## src/rtl/rc4_ksa_shuffle_ctrl.sv

```systemverilog
// rc4_ksa_shuffle_ctrl
// RC4 key-scheduling (KSA) shuffle controller. For i = 0..DEPTH-1 it computes
// j = j + S[i] + key[i mod klen] and swaps S[i] and S[j]. It drives the S and
// key memory ports (synchronous, read latency 1) and tracks i, j and the key
// index k itself. A start/fin handshake links it to the top-level sequencer.
//
// Parameters:
//   ADDR_W        S address/data width, DEPTH = 2**ADDR_W
//   MAX_KEY_BYTES key memory depth; key_len of 0 or above it selects this value
//
// Ports:
//   clk        rising-edge clock
//   reset      asynchronous active-low reset
//   start      level request, accepted only while idle
//   key_len    key length in bytes, sampled when start is accepted
//   busy       high whenever the controller is not idle
//   fin        one-cycle completion pulse
//   key_addr   key memory read address
//   key_rdata  key byte, resized to ADDR_W
//   s_addr     S memory address
//   s_wdata    S memory write data
//   s_wren     S memory write enable
//   s_rdata    S memory read data
//
// Build option:
//   KSA_SKIP_SELF_SWAP_EN  when defined, an iteration whose new j equals i
//                          skips the read-back and both writes (4 cycles).
module rc4_ksa_shuffle_ctrl #(
  parameter  int unsigned ADDR_W        = 8,
  parameter  int unsigned MAX_KEY_BYTES = 3,
  localparam int unsigned KEY_IDX_W     = (MAX_KEY_BYTES > 2) ? $clog2(MAX_KEY_BYTES) : 1
) (
  input  logic                 clk,
  input  logic                 reset,
  input  logic                 start,
  input  logic [KEY_IDX_W:0]   key_len,
  output logic                 busy,
  output logic                 fin,
  output logic [KEY_IDX_W-1:0] key_addr,
  input  logic [7:0]           key_rdata,
  output logic [ADDR_W-1:0]    s_addr,
  output logic [ADDR_W-1:0]    s_wdata,
  output logic                 s_wren,
  input  logic [ADDR_W-1:0]    s_rdata
);

  localparam logic [KEY_IDX_W:0] KLEN_MAX = (KEY_IDX_W+1)'(MAX_KEY_BYTES);
  localparam logic [KEY_IDX_W:0] KLEN_ONE = (KEY_IDX_W+1)'(1);

  typedef enum logic [3:0] {
    IDLE   = 4'd0,
    RD_SI  = 4'd1,
    WT_SI  = 4'd2,
    CALC_J = 4'd3,
    RD_SJ  = 4'd4,
    WT_SJ  = 4'd5,
    WR_SI  = 4'd6,
    WR_SJ  = 4'd7,
    INC    = 4'd8,
    DONE   = 4'd9
  } state_e;

  state_e               state_q, state_d;
  logic [ADDR_W-1:0]    i_q, i_d;
  logic [ADDR_W-1:0]    j_q, j_d;
  logic [ADDR_W-1:0]    si_q, si_d;
  logic [ADDR_W-1:0]    sj_q, sj_d;
  logic [ADDR_W-1:0]    kb_q, kb_d;
  logic [KEY_IDX_W-1:0] k_q, k_d;
  logic [KEY_IDX_W:0]   klen_q, klen_d;

  logic                 busy_q, busy_d;
  logic                 fin_q, fin_d;
  logic                 s_wren_q, s_wren_d;
  logic [ADDR_W-1:0]    s_addr_q, s_addr_d;
  logic [ADDR_W-1:0]    s_wdata_q, s_wdata_d;
  logic [KEY_IDX_W-1:0] key_addr_q, key_addr_d;

  // State, datapath and output registers
  always_ff @(posedge clk or negedge reset) begin
    if (!reset) begin
      state_q    <= IDLE;
      i_q        <= '0;
      j_q        <= '0;
      si_q       <= '0;
      sj_q       <= '0;
      kb_q       <= '0;
      k_q        <= '0;
      klen_q     <= KLEN_MAX;
      busy_q     <= 1'b0;
      fin_q      <= 1'b0;
      s_wren_q   <= 1'b0;
      s_addr_q   <= '0;
      s_wdata_q  <= '0;
      key_addr_q <= '0;
    end else begin
      state_q    <= state_d;
      i_q        <= i_d;
      j_q        <= j_d;
      si_q       <= si_d;
      sj_q       <= sj_d;
      kb_q       <= kb_d;
      k_q        <= k_d;
      klen_q     <= klen_d;
      busy_q     <= busy_d;
      fin_q      <= fin_d;
      s_wren_q   <= s_wren_d;
      s_addr_q   <= s_addr_d;
      s_wdata_q  <= s_wdata_d;
      key_addr_q <= key_addr_d;
    end
  end

  // Next-state logic; outputs are decoded from the next state so the
  // registered ports line up with the state they belong to.
  always_comb begin
    state_d    = state_q;
    i_d        = i_q;
    j_d        = j_q;
    si_d       = si_q;
    sj_d       = sj_q;
    kb_d       = kb_q;
    k_d        = k_q;
    klen_d     = klen_q;
    s_addr_d   = s_addr_q;
    s_wdata_d  = s_wdata_q;
    key_addr_d = key_addr_q;
    s_wren_d   = 1'b0;
    busy_d     = 1'b0;
    fin_d      = 1'b0;

    case (state_q)
      IDLE: begin
        if (start) begin
          klen_d  = ((key_len == '0) || (key_len > KLEN_MAX)) ? KLEN_MAX : key_len;
          i_d     = '0;
          j_d     = '0;
          k_d     = '0;
          state_d = RD_SI;
        end
      end
      RD_SI:  state_d = WT_SI;
      WT_SI: begin
        si_d    = s_rdata;
        kb_d    = ADDR_W'(key_rdata);
        state_d = CALC_J;
      end
      CALC_J: begin
        j_d     = j_q + si_q + kb_q;
        state_d = RD_SJ;
`ifdef KSA_SKIP_SELF_SWAP_EN
        // Self-swap leaves S unchanged, so skip the memory traffic.
        if (j_d == i_q) begin
          state_d = INC;
        end
`endif
      end
      RD_SJ:  state_d = WT_SJ;
      WT_SJ: begin
        sj_d    = s_rdata;
        state_d = WR_SI;
      end
      WR_SI:  state_d = WR_SJ;
      WR_SJ:  state_d = INC;
      INC: begin
        if (&i_q) begin
          state_d = DONE;
        end else begin
          i_d     = i_q + ADDR_W'(1);
          // Key index wraps by compare against the latched length.
          k_d     = ({1'b0, k_q} == (klen_q - KLEN_ONE)) ? '0 : k_q + KEY_IDX_W'(1);
          state_d = RD_SI;
        end
      end
      DONE:    state_d = IDLE;
      default: state_d = IDLE;
    endcase

    case (state_d)
      RD_SI: begin
        s_addr_d   = i_d;
        key_addr_d = k_d;
      end
      RD_SJ: s_addr_d = j_d;
      WR_SI: begin
        s_addr_d  = i_q;
        s_wdata_d = sj_d;
        s_wren_d  = 1'b1;
      end
      WR_SJ: begin
        s_addr_d  = j_q;
        s_wdata_d = si_q;
        s_wren_d  = 1'b1;
      end
      default: ;
    endcase

    busy_d = (state_d != IDLE);
    fin_d  = (state_d == DONE);
  end

  assign busy     = busy_q;
  assign fin      = fin_q;
  assign s_wren   = s_wren_q;
  assign s_addr   = s_addr_q;
  assign s_wdata  = s_wdata_q;
  assign key_addr = key_addr_q;

endmodule

```

## config.mk

```make
export PLATFORM = sky130hd
export DESIGN_NAME = rc4_ksa_shuffle_ctrl
export DESIGN_NICKNAME = d
export VERILOG_FILES = /design/src/rtl/rc4_ksa_shuffle_ctrl.sv
export SDC_FILE = /design/constraint.sdc
export NUM_CORES = 1
export LEC_CHECK = 0
export ABC_AREA = 1
export BUFFER_PORTS_ARGS = -buffer_cell sky130_fd_sc_hd__buf_4
export CORE_AREA = 2 2 73 103
export DETAILED_ROUTE_END_ITERATION = 8
export DIE_AREA = 0 0 75 105
export PLACE_DENSITY = 0.74
export SLEW_MARGIN = 20
export SYNTH_ARGS = -nofsm -noshare
export SYNTH_HDL_FRONTEND = slang
export SYNTH_SLANG_ARGS = --single-unit
export TNS_END_PERCENT = 100
```

## constraint.sdc

```tcl
create_clock -name clk -period 2.2 [get_ports clk]
set_clock_uncertainty 0.05 [all_clocks]
set_input_delay 0.55 -clock clk [delete_from_list [all_inputs] [get_ports clk]]
set_output_delay 0.55 -clock clk [all_outputs]
set_load 0.005 [all_outputs]
```

==> metrics <==
status=finished, violations left; failing checks=setup timing; synthesized instance count=about 420; post-synthesis sequential area ratio=a little under half; crit path launch=kb_q[1]; antenna violations before repair=0; mapped cell area=0.00354 mm^2; DP HPWL=6610 um; total number of vias=about 3,100; Starting Density=51.4%; Slew Limit Fails=0; clk_lat worst skew=360 ps; final hold violations=0; Final nets=523; Sequential Power Share=~28%; Hold Crit Class=in2async; Worst-path clk slew=70 ps; largest fanout on the critical path=2; Max VDD drop=0.000983 V; Buffers on Ports=42; GPL Wtd Cong=0.857; switch share=44.4%; grt ovf=0; Die Wd=75 um; commonest non-fill, non-tap cells in the layout=nand2_1 (110), dfrtp_1 (63), buf_4 (57); Internal=4.24 mW; RSZ-0062 raised after global routing=yes; Ys Warns=0; Max-cap violations=0; Setup Total Neg Slack=-43.8 ps; Worst Path Arrival=2430 ps; vias in the first global route=3,154; dpl cells=566; P&R area growth vs syn=22.3%; pwr/cell area=1760 mW/mm^2; WP data required=about 2400 ps; Core Area=between 0.006 and 0.007 mm^2; remaining routing DRC violations=0; PnR worst setup slack=-29.0 ps; final wirelength=8780 um; area share of the largest cell type after synthesis=between 40% and 50%; TritonCTS Sinks=between 60 and 70; Setup Viol. Count Final=3; Vias/cell=around 5.3; Antenna diodes=0; die area=0.00788 mm^2; Detail Route Antenna Nets=0; first-pass GRT wire length=14,700 um; largest cells by area after synthesis=dfrtp_1 (45%), nand2_1 (12%), nand3_1 (6.1%); GRT Total Usage=25.1%; Final Cell Area=0.00433 mm^2; Power, Total=between 7 and 8 mW; largest net degree at the start of global routing=40; WL/cell=15.0 um; Place WS=-140 ps; CP Capture Type=flop; synth unique cells=35; die height=105 um; logic gate share of total power=58.3%; H-tree depth=3; share of cells above drive strength 1=between 20% and 30%; clock power share=14.3%; Max Freq=449 MHz; cell area after placement=0.00405 mm^2; Rel. slew slack=between 60 and 70%; final cell count without fillers=584; CTS max path bufs=2; drt initial violations=about 210; Mapped Nets=461; CP Class=reg2reg; final worst path period share=101%; FF+latch count, synth=65; CTS Root Cell=clkbuf_8; Psw=3.38 mW; Synth area leader=dfrtp_1; most common cell after layout, fill and taps aside=nand2_1; Num CTS Buffers=9; Ports=43; Min Clock Period, post-route=around 2200 ps; syn avg cell area=approximately 8.4 um^2; Reg2Reg Launch Point=kb_q[1]; CTS tree=yes; Worst Setup Start Kind=flop; Rows=36; Detailed Routing Iterations Pass 1=4; Pleak=2.25 nW; Tightest Pin Transition=494 ps
final cells by class:
| class | count | area, um^2 |
|---|---|---|
| clock buffer | 13 | 179 |
| clock inverter | 2 | 35.0 |
| fill | 607 | 2560 |
| inverter | 60 | 235 |
| multi-input combinational | 291 | 1680 |
| sequential | 65 | 1630 |
| tap | 95 | 119 |
| timing repair buffer | 58 | 448 |
sequential cells by signal, indices dropped and copies added (netlist names):
name	cells
i_q	8
j_q	8
kb_q	8
s_addr	8
s_wdata	8
si_q	8
state_q	4
klen_q	3
sj_q	3
k_q	2
key_addr	2
busy	1
fin	1
s_wren	1
power by group through the flow:
stage,Clock [mW],Sequential [mW],Combinational (mW)
2_1_floorplan,0,2.02,2.81
6_report,1.09,2.09,4.44
3_3_place_gp,0,2.08,3.92
3_5_place_dp,0,2.10,4.03
5_1_grt,1.16,2.15,5.00
4_1_cts,1.11,2.09,4.17
metal layers:
metal | share of wire [%] | GRT usage (%)
met3 | 4.1 | 5.01
met2 | 52 | 41.9
met5 | 0 | 0
met1 | 38 | 28.2
met4 | 5.4 | 15.3
cells in the mapped netlist:
library cell,number
nand2_1,110
dfrtp_1,63
inv_1,53
nand3_1,43
o21ai_0,26
nor2_1,24
a21oi_1,12
fa_1,8
ha_1,8
mux2_2,8
nand4_1,7
buf_2,6
nand2_2,6
o211ai_1,5
nor2_2,4
o21ai_1,4
inv_2,3
inv_4,3
nand3b_1,3
nor2_4,3
o2111ai_1,3
o22ai_1,3
xnor2_1,3
dfstp_2,2
nor3_1,2
xor2_1,2
a21oi_2,1
and2_1,1
buf_4,1
clkinv_1,1
nand2_4,1
nand3_4,1
nor3b_1,1
nor4_1,1
or2_1,1
critical path: stages (launching register included):
cell and delay (ps):
dfrtp_1 400, fa_1 540, ha_2 190, inv_2 40
fa_2 500, or2_1 120, nand3_1 80, o21ai_1 150
nand2_1 60
logic make-up after synthesis:
group | share of synthesized area, %
muxes | 2.54
AOI/OAI and AO/OA | 8.52
adders and majority gates | 7.35
DFF | 46.0
xor gates and xnor gates | 1.24
buffers and inverters | 7.63
and+or+nand+nor | 26.7
final timing paths:
kind / end / slack, ps / cells past startpoint
setup / recovery: s_addr[2] / -30 / 8
hold / removal: fin / 50 / 1
setup reg to reg: s_addr[2] / -30 / 8
hold reg to reg: key_addr[1] / 430 / 2
max in group asynchronous: si_q[0] / 1530 / 2
min in group clk: kb_q[7] / 370 / 2
what timing repair did:
item                       4_1_cts  5_1_grt
hold buffers                     0        0
setup buffers                    1        2
pin swaps                        4        9
gates resized for setup          7        8
gates cloned                     0        0
setup endpoints to repair        4       10
stage by stage:
stage / hold slack [ps] / util (%)
after CTS: 57.7 / 62.2
after floorplan: 204 / -
after detailed placement: 418 / 58.7
final: 46.9 / 62.8
after global placement: 418 / 58.7
after global routing: 85.9 / 62.8
No activity file was read; power rests on OpenSTA's default activity.
